## config.mk

```make
export PLATFORM = sky130hd
export DESIGN_NAME = adder_arbiter
export DESIGN_NICKNAME = d
export VERILOG_FILES = /design/src/rtl/adder_arbiter.sv
export SDC_FILE = /design/constraint.sdc
export NUM_CORES = 1
export LEC_CHECK = 0
export ABC_AREA = 1
export CORE_ASPECT_RATIO = 0.6
export CORE_MARGIN = 4
export CORE_UTILIZATION = 50
export CTS_CLUSTER_SIZE = 16
export DETAILED_ROUTE_END_ITERATION = 10
export PLACE_DENSITY = 0.86
export RECOVER_POWER = 25
export SLEW_MARGIN = 25
export SYNTH_ARGS = -nofsm -noshare
export SYNTH_HDL_FRONTEND = slang
export SYNTH_SLANG_ARGS = --single-unit
export TNS_END_PERCENT = 5
```

## constraint.sdc

```tcl
create_clock -name clk -period 3.5 [get_ports clk]
set_clock_uncertainty 0.2 [all_clocks]
set_input_delay 0.35 -clock clk [delete_from_list [all_inputs] [get_ports clk]]
set_output_delay 0.35 -clock clk [all_outputs]
set_load 0.03 [all_outputs]
```

## src/rtl/adder_arbiter.sv

```systemverilog
// ---------------------------------------------------------------------------
// adder_arbiter
//
// Purpose:
//   Shares a single 10-bit adder between NUM_REQ requesters. Requests are
//   granted one at a time in round-robin order, the chosen operands are
//   registered, the sum is computed on the shared adder and returned with
//   the requester index on a valid/ready response channel.
//
// Ports:
//   clk        in   clock, rising edge
//   rst_n      in   asynchronous active-low reset
//   req_valid  in   [NUM_REQ]     per-requester operand valid
//   req_ready  out  [NUM_REQ]     per-requester accept, at most one bit high
//   req_a      in   [NUM_REQ*10]  operand a, requester i in [10i+9:10i]
//   req_b      in   [NUM_REQ*10]  operand b, same packing as req_a
//   rsp_valid  out  result valid
//   rsp_ready  in   consumer accepts result
//   rsp_sum    out  [11]   a+b, bit 10 is the carry out
//   rsp_id     out  [ID_W] requester that produced rsp_sum
//   busy       out  high whenever the arbiter is not idle
//   op_count   out  [16]   completed responses, saturating at 16'hFFFF
//
// Also contains adder_10bit, the shared adder datapath.
// ---------------------------------------------------------------------------

module adder_10bit (
    input  logic [9:0]  a,
    input  logic [9:0]  b,
    input  logic        cin,
    output logic [10:0] sum
);

    // Full-width unsigned add; operands are zero-extended so the carry
    // lands in bit 10.
    assign sum = {1'b0, a} + {1'b0, b} + {10'b0, cin};

endmodule

module adder_arbiter #(
    parameter int NUM_REQ = 4,
    parameter int ID_W    = 2
) (
    input  logic                  clk,
    input  logic                  rst_n,
    input  logic [NUM_REQ-1:0]    req_valid,
    output logic [NUM_REQ-1:0]    req_ready,
    input  logic [NUM_REQ*10-1:0] req_a,
    input  logic [NUM_REQ*10-1:0] req_b,
    output logic                  rsp_valid,
    input  logic                  rsp_ready,
    output logic [10:0]           rsp_sum,
    output logic [ID_W-1:0]       rsp_id,
    output logic                  busy,
    output logic [15:0]           op_count
);

    typedef enum logic [1:0] {
        IDLE,
        CALC,
        RESP
    } state_t;

    state_t          state;
    state_t          next_state;
    logic [ID_W-1:0] rr_ptr;
    logic [ID_W-1:0] win_idx;
    logic            win_found;
    logic            grant;
    logic [ID_W-1:0] id_q;
    logic [9:0]      op_a;
    logic [9:0]      op_b;
    logic [9:0]      sel_a;
    logic [9:0]      sel_b;
    logic [10:0]     add_sum;

    // Round-robin winner search. The outer loop matches the current
    // pointer value so every index below is a constant after unrolling.
    // Offsets are scanned from the far end back towards the pointer, so
    // the valid requester closest to rr_ptr is the last one written and
    // therefore wins.
    always_comb begin
        win_found = 1'b0;
        win_idx   = '0;
        for (int p = 0; p < NUM_REQ; p++) begin
            if (rr_ptr == ID_W'(p)) begin
                for (int k = NUM_REQ - 1; k >= 0; k--) begin
                    if (req_valid[(p + k) % NUM_REQ]) begin
                        win_found = 1'b1;
                        win_idx   = ID_W'((p + k) % NUM_REQ);
                    end
                end
            end
        end
    end

    // Operand mux: pick the winner's slice out of the packed buses.
    always_comb begin
        sel_a = '0;
        sel_b = '0;
        for (int i = 0; i < NUM_REQ; i++) begin
            if (win_idx == ID_W'(i)) begin
                sel_a = req_a[i*10 +: 10];
                sel_b = req_b[i*10 +: 10];
            end
        end
    end

    // The one shared adder; it only ever sees the registered operands and
    // has no carry-in.
    adder_10bit u_adder (
        .a   (op_a),
        .b   (op_b),
        .cin (1'b0),
        .sum (add_sum)
    );

    // State register.
    always_ff @(posedge clk or negedge rst_n) begin
        if (!rst_n) begin
            state <= IDLE;
        end else begin
            state <= next_state;
        end
    end

    // Next-state and grant logic. req_ready is asserted only in IDLE and
    // depends on req_valid and rr_ptr alone, never on rsp_ready. Whenever
    // a winner exists it is also accepted, so grant marks the handshake.
    always_comb begin
        next_state = state;
        req_ready  = '0;
        grant      = 1'b0;
        case (state)
            IDLE: begin
                if (win_found) begin
                    req_ready[win_idx] = 1'b1;
                    grant              = 1'b1;
                    next_state         = CALC;
                end
            end
            CALC: begin
                next_state = RESP;
            end
            RESP: begin
                if (rsp_ready) begin
                    next_state = IDLE;
                end
            end
            default: begin
                next_state = IDLE;
            end
        endcase
    end

    // Datapath registers. In IDLE a grant captures the operands and moves
    // the pointer past the winner (wrapping at NUM_REQ-1). CALC registers
    // the adder result. RESP holds everything until the consumer accepts,
    // then counts the completion, saturating at the top.
    always_ff @(posedge clk or negedge rst_n) begin
        if (!rst_n) begin
            rr_ptr    <= '0;
            op_a      <= '0;
            op_b      <= '0;
            id_q      <= '0;
            rsp_valid <= 1'b0;
            rsp_sum   <= '0;
            rsp_id    <= '0;
            op_count  <= '0;
        end else begin
            case (state)
                IDLE: begin
                    if (grant) begin
                        op_a <= sel_a;
                        op_b <= sel_b;
                        id_q <= win_idx;
                        if (win_idx == ID_W'(NUM_REQ - 1)) begin
                            rr_ptr <= '0;
                        end else begin
                            rr_ptr <= win_idx + 1'b1;
                        end
                    end
                end
                CALC: begin
                    rsp_sum   <= add_sum;
                    rsp_id    <= id_q;
                    rsp_valid <= 1'b1;
                end
                RESP: begin
                    if (rsp_ready) begin
                        rsp_valid <= 1'b0;
                        if (op_count != 16'hFFFF) begin
                            op_count <= op_count + 16'd1;
                        end
                    end
                end
                default: begin
                end
            endcase
        end
    end

    // busy follows the state directly so it drops together with the
    // asynchronous reset.
    assign busy = (state != IDLE);

endmodule

```

==> run summary <==
outcome: complete, but fails checks
failing checks: max-capacitance violations, max-slew violations
area of the multi-input gates: 2003 um^2
Area Growth Syn to Fin: 37.81%
crit-path most repeated cell: clkdlybuf4s50_1
Total Neg Setup Slack: 0 ns
die height: 74.40 um
GPL Wtd Cong: 0.9074
row count: 23
Remaining Overflow, GRT: 0
GRT Overall Usage: 0.2529
share of the synthesized area in the top cell type: 0.3815
Clock Path Buffers: 2
leakage: 0.002366 uW
path type of the worst setup path: primary input to output port
Pwr Density: 805.1 nW/um^2
share of cells above drive strength 1: 0.03987
fin crit share: 0.8975
largest net degree at the start of global routing: 32
Mapped Cells: 512
final hold vios: 0
DP Wirelength: 8.598 mm
worst-path cell chain: clkdlybuf4s50_1 > nor2_1 > a21oi_1 > inv_4 > nor2_2 > clkdlybuf4s50_1
wire length per cell: 15.73 um
Register Area: 1401 um^2
latest clock arrival within the worst-skew pair: 0.30 ns
Setup Viol. Count Final: 0
Pwr Total: 4076 uW
Worst VDD drop: 657.0 uV
Post-Route WL: 11.23 mm
Crit path buffers/inverters: 3
Port Buffer Count: 121
top-count cell post-synth: nand2_1
Post-synth top flop: dfrtp_1
Critical Path End Type: output port
DRT iter0 DRCs: 272
slew margin rel.: -0.1503
max cap viols: 1
CORE AREA: 6907 um^2
TritonCTS clock tree: built
Reg clk slew, reported paths: 0.07 ns
final instance area: 5062 um^2
number of global-route vias before repair: 3624
Post-synth EDFFs: 0
post_cts resized: 0
Slowest-stage cell, CP: clkdlybuf4s50_1
Critical Path RT: 2.95 ns
first-pass GRT wire length: 17.96 mm
ant diodes: 0
Final #Nets: 729
commonest cells in the netlist: 196 x nand2_1, 56 x dfrtp_1, 41 x nand3_1, 38 x inv_1, 33 x o21ai_0
Critical Path Fanout Max: 28
Clock Sinks: 56
cts bufs inserted: 5
synthesized area: 3674 um^2
via count: 3912
Yosys reg bits: 56
clk root buf: clkbuf_16
setup bufs post-CTS: 0
dominant cell type by area after synthesis: dfrtp_1
Post-Syn Area per Cell: 7.175 um^2
Detailed Routing Iterations Pass 1: 6
CTS H-tree lvls: 2
Syn Nets: 615
top cells by area, synth: dfrtp_1 38%, nand2_1 20%, nand3_1 5.6%
total die area: 8827 um^2
WP data arrival: 2.59 ns
antenna violation net count after detailed routing: 0
chip width: 118.7 um
Crit path max-delay family: buffers and inverters
detailed-route DRC error count: 0
YS warnings: 0
startpoint types: primary input
Max stage delay on crit path: 0.71 ns
RSZ-0062 raised after global routing: false
min Tclk post-route: 3.141 ns
Initial Utilization: 0.5319
worst hold path type: register to register
synth unique cells: 31
Cell Area, Placed: 4916 um^2
Seq/Total Area, Yosys: 0.3815
Worst-Margin Slew: 1.725 ns
max-slew violation count: 32
IO Pins: 122
fmax: 318.4 MHz
fillcell total: 517
asr flop ratio synth: 1.000
DR vias/cell: 5.479
initial antenna violation count: 0
## per-stage QoR
| step | utilization | worst slack [ns] | std cells | hold WS (ns) |
|---|---|---|---|---|
| floorplan | - | 1.138 | 512 | -0.1456 |
| global placement | 0.7118 | 0.5856 | 705 | 0.2260 |
| detailed placement | 0.7118 | 0.5121 | 705 | 0.2390 |
| CTS | 0.7348 | 0.4980 | 714 | 0.2852 |
| global route | 0.7330 | 0.2011 | 714 | 0.3207 |
| finish | 0.7330 | 0.3589 | 714 | 0.2803 |
## sequential cells by signal, summed over array words and instances (netlist names)
name and count:
op_count 16, rsp_sum 11, op_a 10, op_b 10
id_q 2, rr_ptr 2, rsp_id 2, state 2
rsp_valid 1
## metal layers
| metal | wire (um) | part of all wire | track usage |
|---|---|---|---|
| met1 | 4946 | 0.44 | 0.3585 |
| met2 | 5158 | 0.46 | 0.4094 |
| met3 | 989 | 0.088 | 0.06003 |
| met4 | 136 | 0.012 | 0.03979 |
| met5 | 0 | 0 | 0 |
## final cells by class
type | count | share of cell area
repair buffers | 127 | 0.2464
well taps | 87 | 0.02150
clock inverters | 3 | 0.004696
clock buffers | 5 | 0.02472
multi-input cells | 396 | 0.3957
flip-flops and latches | 56 | 0.2768
inverters | 40 | 0.03015
## final timing paths
kind / cells after the start / from / slack, ns / end
setup / recovery: 6 / req_valid[0] / 0.36 / req_ready[3]
hold / removal: 2 / rsp_sum[6]$_DFFE_PN0P_ / 0.28 / rsp_sum[6]$_DFFE_PN0P_
min in group asynchronous: 2 / rst_n / 0.85 / rr_ptr[0]$_DFFE_PN0P_
max in group asynchronous: 3 / rst_n / 1.09 / op_count[7]$_DFFE_PN0P_
setup reg to reg: 11 / rr_ptr[1]$_DFFE_PN0P_ / 0.80 / op_a[9]$_DFFE_PN0P_
hold reg to reg: 2 / rsp_sum[6]$_DFFE_PN0P_ / 0.28 / rsp_sum[6]$_DFFE_PN0P_
## power by group
part           internal (uW)  switching (uW)
sequential               904             207
combinational            904            1550
clock                    267             244
total                   2070            2000
## worst min-delay path, delay by kind of cell, from the launching register on
kind	cells	cell delay, ns
DFF	1	0.34
and+or+nand+nor	2	0.11
## what timing repair did
action | 4_1_cts | 5_1_grt
hold buffers | 1 | 0
hold endpoints to repair | 30 | 0
setup endpoints to repair | 0 | 0
## kinds of logic after synthesis
family | after synthesis | synth area share
XOR/XNOR | 14 | 0.03338
adder cells (fa/ha/maj) | 16 | 0.05654
buffers and inverters | 60 | 0.07016
flip-flops | 56 | 0.3815
AND/OR/NAND/NOR | 281 | 0.3232
AO/OA/AOI/OAI | 85 | 0.1352
## cells in the final DEF (no fill, tap or decap), types with 8 or more instances in the layout
cell / n
dfrtp_1: 56
o211ai_1: 20
clkdlybuf4s50_1: 117
ha_1: 15
o21ai_0: 33
nand3_1: 41
nor2_1: 29
xor2_1: 8
nand2_1: 196
inv_1: 38
a21oi_1: 28
(Power assumes the default switching activity.)
